`src/rtl/intc_pkg.sv`:
```
// intc_pkg: shared definitions for the APB interrupt controller.
//   - APB address width and register word offsets
//   - INTC_MAX_SRC: upper bound on interrupt sources
//   - prio_enc(): lowest-index-wins priority encoder returning {valid, id}
package intc_pkg;

  localparam int unsigned INTC_ADDR_W  = 12;
  localparam int unsigned INTC_MAX_SRC = 32;

  localparam logic [INTC_ADDR_W-1:0] INTC_PENDING = 12'h000;
  localparam logic [INTC_ADDR_W-1:0] INTC_ENABLE  = 12'h004;
  localparam logic [INTC_ADDR_W-1:0] INTC_MODE    = 12'h008;
  localparam logic [INTC_ADDR_W-1:0] INTC_CLAIM   = 12'h00C;
  localparam logic [INTC_ADDR_W-1:0] INTC_SWSET   = 12'h010;

  // Scans from the top down so the lowest set index is the final assignment.
  // id is 0 when nothing is set.
  function automatic logic [5:0] prio_enc(input logic [INTC_MAX_SRC-1:0] vec);
    logic       valid;
    logic [4:0] id;
    valid = 1'b0;
    id    = '0;
    for (int unsigned i = INTC_MAX_SRC; i > 0; i--) begin
      if (vec[i-1]) begin
        valid = 1'b1;
        id    = 5'(i - 1);
      end
    end
    return {valid, id};
  endfunction

endpackage

```
`src/rtl/apb_intc_if.sv`:
```
// apb_intc_if: APB3 bus bundle used by the interrupt controller.
//   paddr/psel/penable/pwrite/pwdata : master -> slave
//   prdata/pready/pslverr            : slave -> master
interface apb_intc_if
  import intc_pkg::*;
();
  logic [INTC_ADDR_W-1:0] paddr;
  logic                   psel;
  logic                   penable;
  logic                   pwrite;
  logic [31:0]            pwdata;
  logic [31:0]            prdata;
  logic                   pready;
  logic                   pslverr;

  modport master (output paddr, psel, penable, pwrite, pwdata,
                  input  prdata, pready, pslverr);
  modport slave  (input  paddr, psel, penable, pwrite, pwdata,
                  output prdata, pready, pslverr);
endinterface

```
`src/rtl/intc_src_cond.sv`:
```
// intc_src_cond: conditions one asynchronous interrupt source.
//   clk, rstn_i : clock, asynchronous active-low reset
//   src_i       : raw asynchronous source
//   s_o         : synchronised level (last stage of the flop chain)
//   rise_o      : one-cycle pulse on a 0->1 transition of s_o
module intc_src_cond #(
  parameter int unsigned SYNC_STAGES = 2
) (
  input  logic clk,
  input  logic rstn_i,
  input  logic src_i,
  output logic s_o,
  output logic rise_o
);

  logic [SYNC_STAGES-1:0] sync_q, sync_d;
  logic                   hist_q, hist_d;

  always_comb begin
    sync_d = {sync_q[SYNC_STAGES-2:0], src_i};
    hist_d = sync_q[SYNC_STAGES-1];
  end

  always_ff @(posedge clk or negedge rstn_i) begin
    if (!rstn_i) begin
      sync_q <= '0;
      hist_q <= 1'b0;
    end else begin
      sync_q <= sync_d;
      hist_q <= hist_d;
    end
  end

  assign s_o    = sync_q[SYNC_STAGES-1];
  assign rise_o = sync_q[SYNC_STAGES-1] & ~hist_q;

endmodule

```
`src/rtl/apb_intc.sv`:
```
// apb_intc: APB3 interrupt controller with per-source enable and
// level/rising-edge mode.
//   clk, rstn_i : clock, asynchronous active-low reset
//   apb_bus     : APB3 slave (zero wait state)
//   src_i       : N_SRC asynchronous interrupt sources
//   irq_o       : registered core interrupt = |(PENDING & ENABLE)
//   irq_id_o    : registered index of lowest enabled pending source
// Registers are held 32 bits wide with bits >= N_SRC forced to zero.
module apb_intc
  import intc_pkg::*;
#(
  parameter int unsigned N_SRC       = 16,
  parameter int unsigned SYNC_STAGES = 2
) (
  input  logic             clk,
  input  logic             rstn_i,
  apb_intc_if.slave        apb_bus,
  input  logic [N_SRC-1:0] src_i,
  output logic             irq_o,
  output logic [4:0]       irq_id_o
);

  localparam logic [31:0] SRC_MASK =
    (N_SRC >= INTC_MAX_SRC) ? '1 : ((32'd1 << N_SRC) - 32'd1);

  logic [N_SRC-1:0] s, rise;

  for (genvar i = 0; i < N_SRC; i++) begin : g_src
    intc_src_cond #(.SYNC_STAGES(SYNC_STAGES)) u_cond (
      .clk    (clk),
      .rstn_i (rstn_i),
      .src_i  (src_i[i]),
      .s_o    (s[i]),
      .rise_o (rise[i])
    );
  end

  logic [31:0] pending_q, pending_d;
  logic [31:0] enable_q,  enable_d;
  logic [31:0] mode_q,    mode_d;
  logic        irq_q,     irq_d;
  logic [4:0]  irq_id_q,  irq_id_d;

  logic        access, wr_acc, rd_acc, mapped;
  logic        sel_pending, sel_enable, sel_mode, sel_claim, sel_swset;
  logic [31:0] wdata_m, s32, rise32;
  logic [31:0] w1c, swset, claim_oh, mode_chg, edge_next;
  logic [5:0]  win;

  assign s32    = 32'(s);
  assign rise32 = 32'(rise);

  always_comb begin
    access      = apb_bus.psel & apb_bus.penable;
    wr_acc      = access & apb_bus.pwrite;
    rd_acc      = access & ~apb_bus.pwrite;
    sel_pending = (apb_bus.paddr == INTC_PENDING);
    sel_enable  = (apb_bus.paddr == INTC_ENABLE);
    sel_mode    = (apb_bus.paddr == INTC_MODE);
    sel_claim   = (apb_bus.paddr == INTC_CLAIM);
    sel_swset   = (apb_bus.paddr == INTC_SWSET);
    mapped      = sel_pending | sel_enable | sel_mode | sel_claim | sel_swset;
    wdata_m     = apb_bus.pwdata & SRC_MASK;
    win         = prio_enc(pending_q & enable_q);
  end

  // Read mux: combinational from current state, zero outside a read access.
  always_comb begin
    apb_bus.prdata = '0;
    if (rd_acc) begin
      if (sel_pending)     apb_bus.prdata = pending_q;
      else if (sel_enable) apb_bus.prdata = enable_q;
      else if (sel_mode)   apb_bus.prdata = mode_q;
      else if (sel_claim)  apb_bus.prdata = win[5] ? 32'(win[4:0]) + 32'd1 : '0;
    end
  end

  assign apb_bus.pready  = 1'b1;
  assign apb_bus.pslverr = access & ~mapped;

  always_comb begin
    enable_d = enable_q;
    mode_d   = mode_q;
    w1c      = '0;
    swset    = '0;
    claim_oh = '0;
    mode_chg = '0;
    if (wr_acc && sel_enable) enable_d = wdata_m;
    if (wr_acc && sel_mode) begin
      mode_d   = wdata_m;
      mode_chg = wdata_m ^ mode_q;
    end
    if (wr_acc && sel_pending) w1c   = wdata_m;
    if (wr_acc && sel_swset)   swset = wdata_m;
    if (rd_acc && sel_claim && win[5]) claim_oh = 32'd1 << win[4:0];
    // Sets are OR'd after the clear so a coincident hardware set wins.
    edge_next = (pending_q & ~(w1c | claim_oh)) | swset | rise32;
    // Level bits follow s; any bit whose mode is being rewritten is cleared.
    pending_d = ((mode_q & edge_next) | (~mode_q & s32)) & ~mode_chg & SRC_MASK;
    irq_d     = |(pending_q & enable_q);
    irq_id_d  = win[4:0];
  end

  always_ff @(posedge clk or negedge rstn_i) begin
    if (!rstn_i) begin
      pending_q <= '0;
      enable_q  <= '0;
      mode_q    <= '0;
      irq_q     <= 1'b0;
      irq_id_q  <= '0;
    end else begin
      pending_q <= pending_d;
      enable_q  <= enable_d;
      mode_q    <= mode_d;
      irq_q     <= irq_d;
      irq_id_q  <= irq_id_d;
    end
  end

  assign irq_o    = irq_q;
  assign irq_id_o = irq_id_q;

endmodule

```
`src/flat_wrapper.sv`:
```
// flat-port wrapper written by rule: the top's interface ports become plain ports
module apb_intc_flat import intc_pkg::*;
#(
  parameter int unsigned N_SRC       = 16,
  parameter int unsigned SYNC_STAGES = 2
)
  (clk, rstn_i, src_i, irq_o, irq_id_o, apb_bus_paddr, apb_bus_psel, apb_bus_penable, apb_bus_pwrite, apb_bus_pwdata, apb_bus_prdata, apb_bus_pready, apb_bus_pslverr);
  apb_intc_if apb_bus_i ();
  input  logic clk;
  input  logic rstn_i;
  input  logic [N_SRC-1:0] src_i;
  output logic irq_o;
  output logic [4:0] irq_id_o;
  input wire logic [$bits(apb_bus_i.paddr)-1:0] apb_bus_paddr;
  input wire logic [$bits(apb_bus_i.psel)-1:0] apb_bus_psel;
  input wire logic [$bits(apb_bus_i.penable)-1:0] apb_bus_penable;
  input wire logic [$bits(apb_bus_i.pwrite)-1:0] apb_bus_pwrite;
  input wire logic [$bits(apb_bus_i.pwdata)-1:0] apb_bus_pwdata;
  output wire logic [$bits(apb_bus_i.prdata)-1:0] apb_bus_prdata;
  output wire logic [$bits(apb_bus_i.pready)-1:0] apb_bus_pready;
  output wire logic [$bits(apb_bus_i.pslverr)-1:0] apb_bus_pslverr;
  assign apb_bus_i.paddr = apb_bus_paddr;
  assign apb_bus_i.psel = apb_bus_psel;
  assign apb_bus_i.penable = apb_bus_penable;
  assign apb_bus_i.pwrite = apb_bus_pwrite;
  assign apb_bus_i.pwdata = apb_bus_pwdata;
  assign apb_bus_prdata = apb_bus_i.prdata;
  assign apb_bus_pready = apb_bus_i.pready;
  assign apb_bus_pslverr = apb_bus_i.pslverr;
  apb_intc #(.N_SRC(N_SRC), .SYNC_STAGES(SYNC_STAGES)) u_core (.clk(clk), .rstn_i(rstn_i), .apb_bus(apb_bus_i), .src_i(src_i), .irq_o(irq_o), .irq_id_o(irq_id_o));
endmodule
```
`config.mk`:
```
export PLATFORM = sky130hd
export DESIGN_NAME = apb_intc_flat
export DESIGN_NICKNAME = d
export VERILOG_FILES = /design/src/rtl/intc_pkg.sv /design/src/rtl/apb_intc_if.sv /design/src/rtl/intc_src_cond.sv /design/src/rtl/apb_intc.sv /design/src/flat_wrapper.sv
export SDC_FILE = /design/constraint.sdc
export NUM_CORES = 1
export LEC_CHECK = 0
export ABC_AREA = 1
export BUFFER_PORTS_ARGS = -buffer_cell sky130_fd_sc_hd__buf_2
export CAP_MARGIN = 20
export CORE_ASPECT_RATIO = 0.9
export CORE_UTILIZATION = 35
export DETAILED_ROUTE_END_ITERATION = 10
export PLACE_DENSITY_LB_ADDON = 0.25
export RECOVER_POWER = 25
export SYNTH_ARGS = -nofsm -noshare
export SYNTH_HDL_FRONTEND = slang
export SYNTH_SLANG_ARGS = --single-unit
```
`constraint.sdc`:
```
create_clock -name clk -period 3.2 [get_ports clk]
set_clock_uncertainty 0.1 [all_clocks]
set_input_delay 0.64 -clock clk [delete_from_list [all_inputs] [get_ports clk]]
set_output_delay 0.64 -clock clk [all_outputs]
set_load 0.01 [all_outputs]
```
==> out/qor.yml <==
logic_synthesis:
  seq_area_frac_synth: 0.512
  synthCells: 573
  synth_top_family_by_area: "simple AND/OR/NAND/NOR gates"
  yosysWarnings: 0
  synth-compound-area-share: 0.176
  synthAdderAreaFrac: 0.0101
  synth_simple_gate_area_share: 0.198
  postSynthAreaPerCell_um2: 8.61
  synth-seq-cells: 101
  synth_cell_types: 39
  syn_area_um2: 4930
  synthXorXnorAreaFrac: 0
  synth.area.mux_share: 0
power:
  powerDensity_nw_per_um2: 427
  p_leak_nw: 3.05
  ir_worst_vdd_uv: 265
  total_power_mw: 2.52
job:
  max-cap-violations: 1
cts:
  numCtsBuffers: 9
  clkTransAtPathRegs_ns: 0.06
  cts_tree: "yes"
  root_buffer: "clkbuf_16"
  worstSkewPairLatency_ns: 0.35
  cts_hold_buf: 0
  cts.path.max_buffers: 2
  cts_max_level: 3
  clkSinkCount: 101
finish:
  final_common_cell: "nand2_1"
  fillers: 1376
  final_cell_mix: "nand2_1 (151), dfrtp_1 (101), inv_1 (74), buf_2 (69), o21ai_0 (47)"
  drive_above_1_share: 0.216
  design_area_um2: 5890
  multiInputGateArea_um2: 2040
  seq_area_um2: 2530
  antenna_cells: 0
  area_growth_pct: 19.3
  nets: 724
timing:
  finalSetupViolations: 2
  fin_ws_ns: -0.00796
  max_slew_margin: -0.645
  clock.fmax_ghz: 0.312
  fin_crit_sh: 1.00
  rsz0062_at_grt: "yes"
  slew_viol_final: 45
  hold_viol: 0
  tightest_slew_ns: 2.47
  worst_hold_slack_ns: 0.246
  fin_crit_ns: 3.21
floorplanning:
  core_um2: 13600
  die-area_um2: 14600
  die_x_um: 127
  rows: 40
  ios: 105
  die_h_um: 115
  start_util: 0.364
critical_path:
  crit_path_start_kind: "register"
  reg2reg_depth: 24
  slowest_stage: "dfrtp_1"
  worst-path-stages: 24
  crit_path_start: "u_core.enable_q[15]"
  r2r-end: "u_core.pending_q[13]"
  cp_top_family: "simple AND/OR/NAND/NOR gates"
  slowest_delay_ns: 0.37
  worstReg2RegStart: "u_core.enable_q[15]"
  crit_arrival_ns: 2.47
  crit_chain: "nand2_2 > inv_2 > nand2_2 > nand2_2 > nand2_2 > nand2_1 > nand2_1 > nand2_1 > nand2_1 > nand2_1 > nand2_1 > nand2_1 > nand2_1 > nand2_1 > nand2_1 > nand2_2 > nand2_4 > nor2_4 > ha_4 > nand3_2 > o2111ai_2 > o211ai_1 > inv_1 > buf_2"
  r2r_setup_slack_ns: 0.64
  cp_common_cell: "nand2_1"
  worst_setup_path_end_kind: "output port"
  cp_max_fo: 3
  cp_num_buf_inv: 3
  required_ns: 2.46
  worstSetupPathType: "reg -> out"
  endpoint: "apb_bus_prdata[2]"
grt:
  overflow: 0
  track_usage: 0.175
  antenna_found_initial: 0
  grt_pass1_vias: 3959
  grt_max_degree: 58
  grt_first_pass_wirelength_um: 19500
placement:
  io_buffers: 70
  gp_congestion: 0.828
  placed_area_um2: 5490
  dp.final_hpwl_um: 8390
detailed_routing:
  wl_per_cell_um: 13.9
  dr.pass1.iters: 5
  drtIter0Drc: 225
  drcViolationCount: 0
  via_count: 4108
  viasPerCell: 4.85
  ant_nets: 0
  wirelength_um: 11800
run_status:
  status: "finished with violations"
  violations: "capacitance limit, slew limit, setup timing"
hold_path:
  holdPathStages: 0
  hp-class: "reg -> reg"
## worst min-delay path by stage
stage                                      startpoint                           endpoint
floorplan            u_core.g_src[0].u_cond.sync_q[0]   u_core.g_src[0].u_cond.sync_q[1]
global placement    u_core.g_src[13].u_cond.sync_q[0]  u_core.g_src[13].u_cond.sync_q[1]
detailed placement  u_core.g_src[15].u_cond.sync_q[0]  u_core.g_src[15].u_cond.sync_q[1]
CTS                                            rstn_i     u_core.g_src[10].u_cond.hist_q
global route         u_core.g_src[3].u_cond.sync_q[0]   u_core.g_src[3].u_cond.sync_q[1]
finish               u_core.g_src[1].u_cond.sync_q[0]   u_core.g_src[1].u_cond.sync_q[1]
## report_power, final
group | internal, mW | leakage [nW] | switching, mW
clock | 0.618 | 0.139 | 0.441
combinational | 0.0442 | 1.75 | 0.0866
sequential | 1.31 | 1.16 | 0.0139
## per-stage QoR
step | util | std cells | setup WS, ns | TNS, ns
2_1_floorplan | - | 589 | 0.509 | 0
3_3_place_gp | 0.404 | 827 | 0.188 | 0
3_5_place_dp | 0.404 | 827 | 0.146 | 0
4_1_cts | 0.432 | 846 | -0.118 | -0.218
5_1_grt | 0.434 | 847 | -0.232 | -0.677
6_report | 0.434 | 847 | -0.00796 | -0.0107
## cell usage after synthesis, drive strengths merged
library cell  number  area [um^2]
nand2            163          632
dfrtp            101         2530
inv               80          300
o21ai             52          260
o211ai            31          233
nor2              30          161
a21oi             25          125
buf               23          160
clkbuf             9         33.8
nand3              9         70.1
nor3               7         50.1
nand4              6         43.8
a2bb2oi            5         43.8
o221ai             5         43.8
a221oi             4         60.1
ha                 4         50.1
a211oi             3         22.5
o21bai             3         22.5
a21boi             2         15.0
clkinv             2         7.51
conb               2         7.51
a31oi              1         6.26
a32o               1         10.0
nand3b             1         7.51
nor3b              1         12.5
o2111ai            1         8.76
o221a              1         11.3
o32ai              1         8.76
## repair_timing
item                                   4_1_cts  5_1_grt
setup buffers                                5        2
resized for setup                            8        9
endpoints found under the hold margin        0        0
pin swaps                                    9        9
setup endpoints to repair                    2        5
## layout make-up
type                       instances  area share
sequential                       101       0.429
multi-input combinational        374       0.347
timing repair buffer              87      0.0831
inverter                          82      0.0527
clock buffer                      12      0.0419
tap                              189      0.0402
clock inverter                     2     0.00595
## per-layer routing
metal / wire [um] / vias to the layer above / share of wire / global-route usage
li1: - / 2006 / - / -
met1: 5440 / 1958 / 0.46 / 0.228
met2: 5440 / 130 / 0.46 / 0.284
met3: 751 / 14 / 0.064 / 0.0509
met4: 167 / 0 / 0.014 / 0.0500
met5: 0 / - / 0 / 0
## state kept, by name (all words and copies together), names as in the netlist
register	cells
u_core.g_src.u_cond.sync_q	32
u_core.enable_q	16
u_core.g_src.u_cond.hist_q	16
u_core.mode_q	16
u_core.pending_q	16
u_core.irq_id_o	4
u_core.irq_o	1
## cell families (layout without fill, tap and decap cells)
kind of cell,after synthesis,count (layout)
DFF,101,101
buffers and inverters,114,183
adders and majority gates,4,4
other,2,18
and+or+nand+nor,217,217
AOI/OAI and AO/OA,135,135
## worst register-to-register path, stage by stage, from the launching register on
cell and delay (ns):
dfrtp_1 0.40, nand2_2 0.09, inv_2 0.04, nand2_2 0.05, nand2_2 0.05, nand2_2 0.04
nand2_1 0.04, nand2_1 0.05, nand2_1 0.04, nand2_1 0.05, nand2_1 0.05, nand2_1 0.06
nand2_1 0.05, nand2_1 0.05, nand2_1 0.05, nand2_1 0.06, nand2_2 0.08, nand2_4 0.09
buf_4 0.15, inv_4 0.04, ha_1 0.22, nand2_1 0.15, o21ai_0 0.11, a211oi_1 0.19
a2bb2oi_1 0.19
Note: power is estimated with default switching activity, not from simulation.
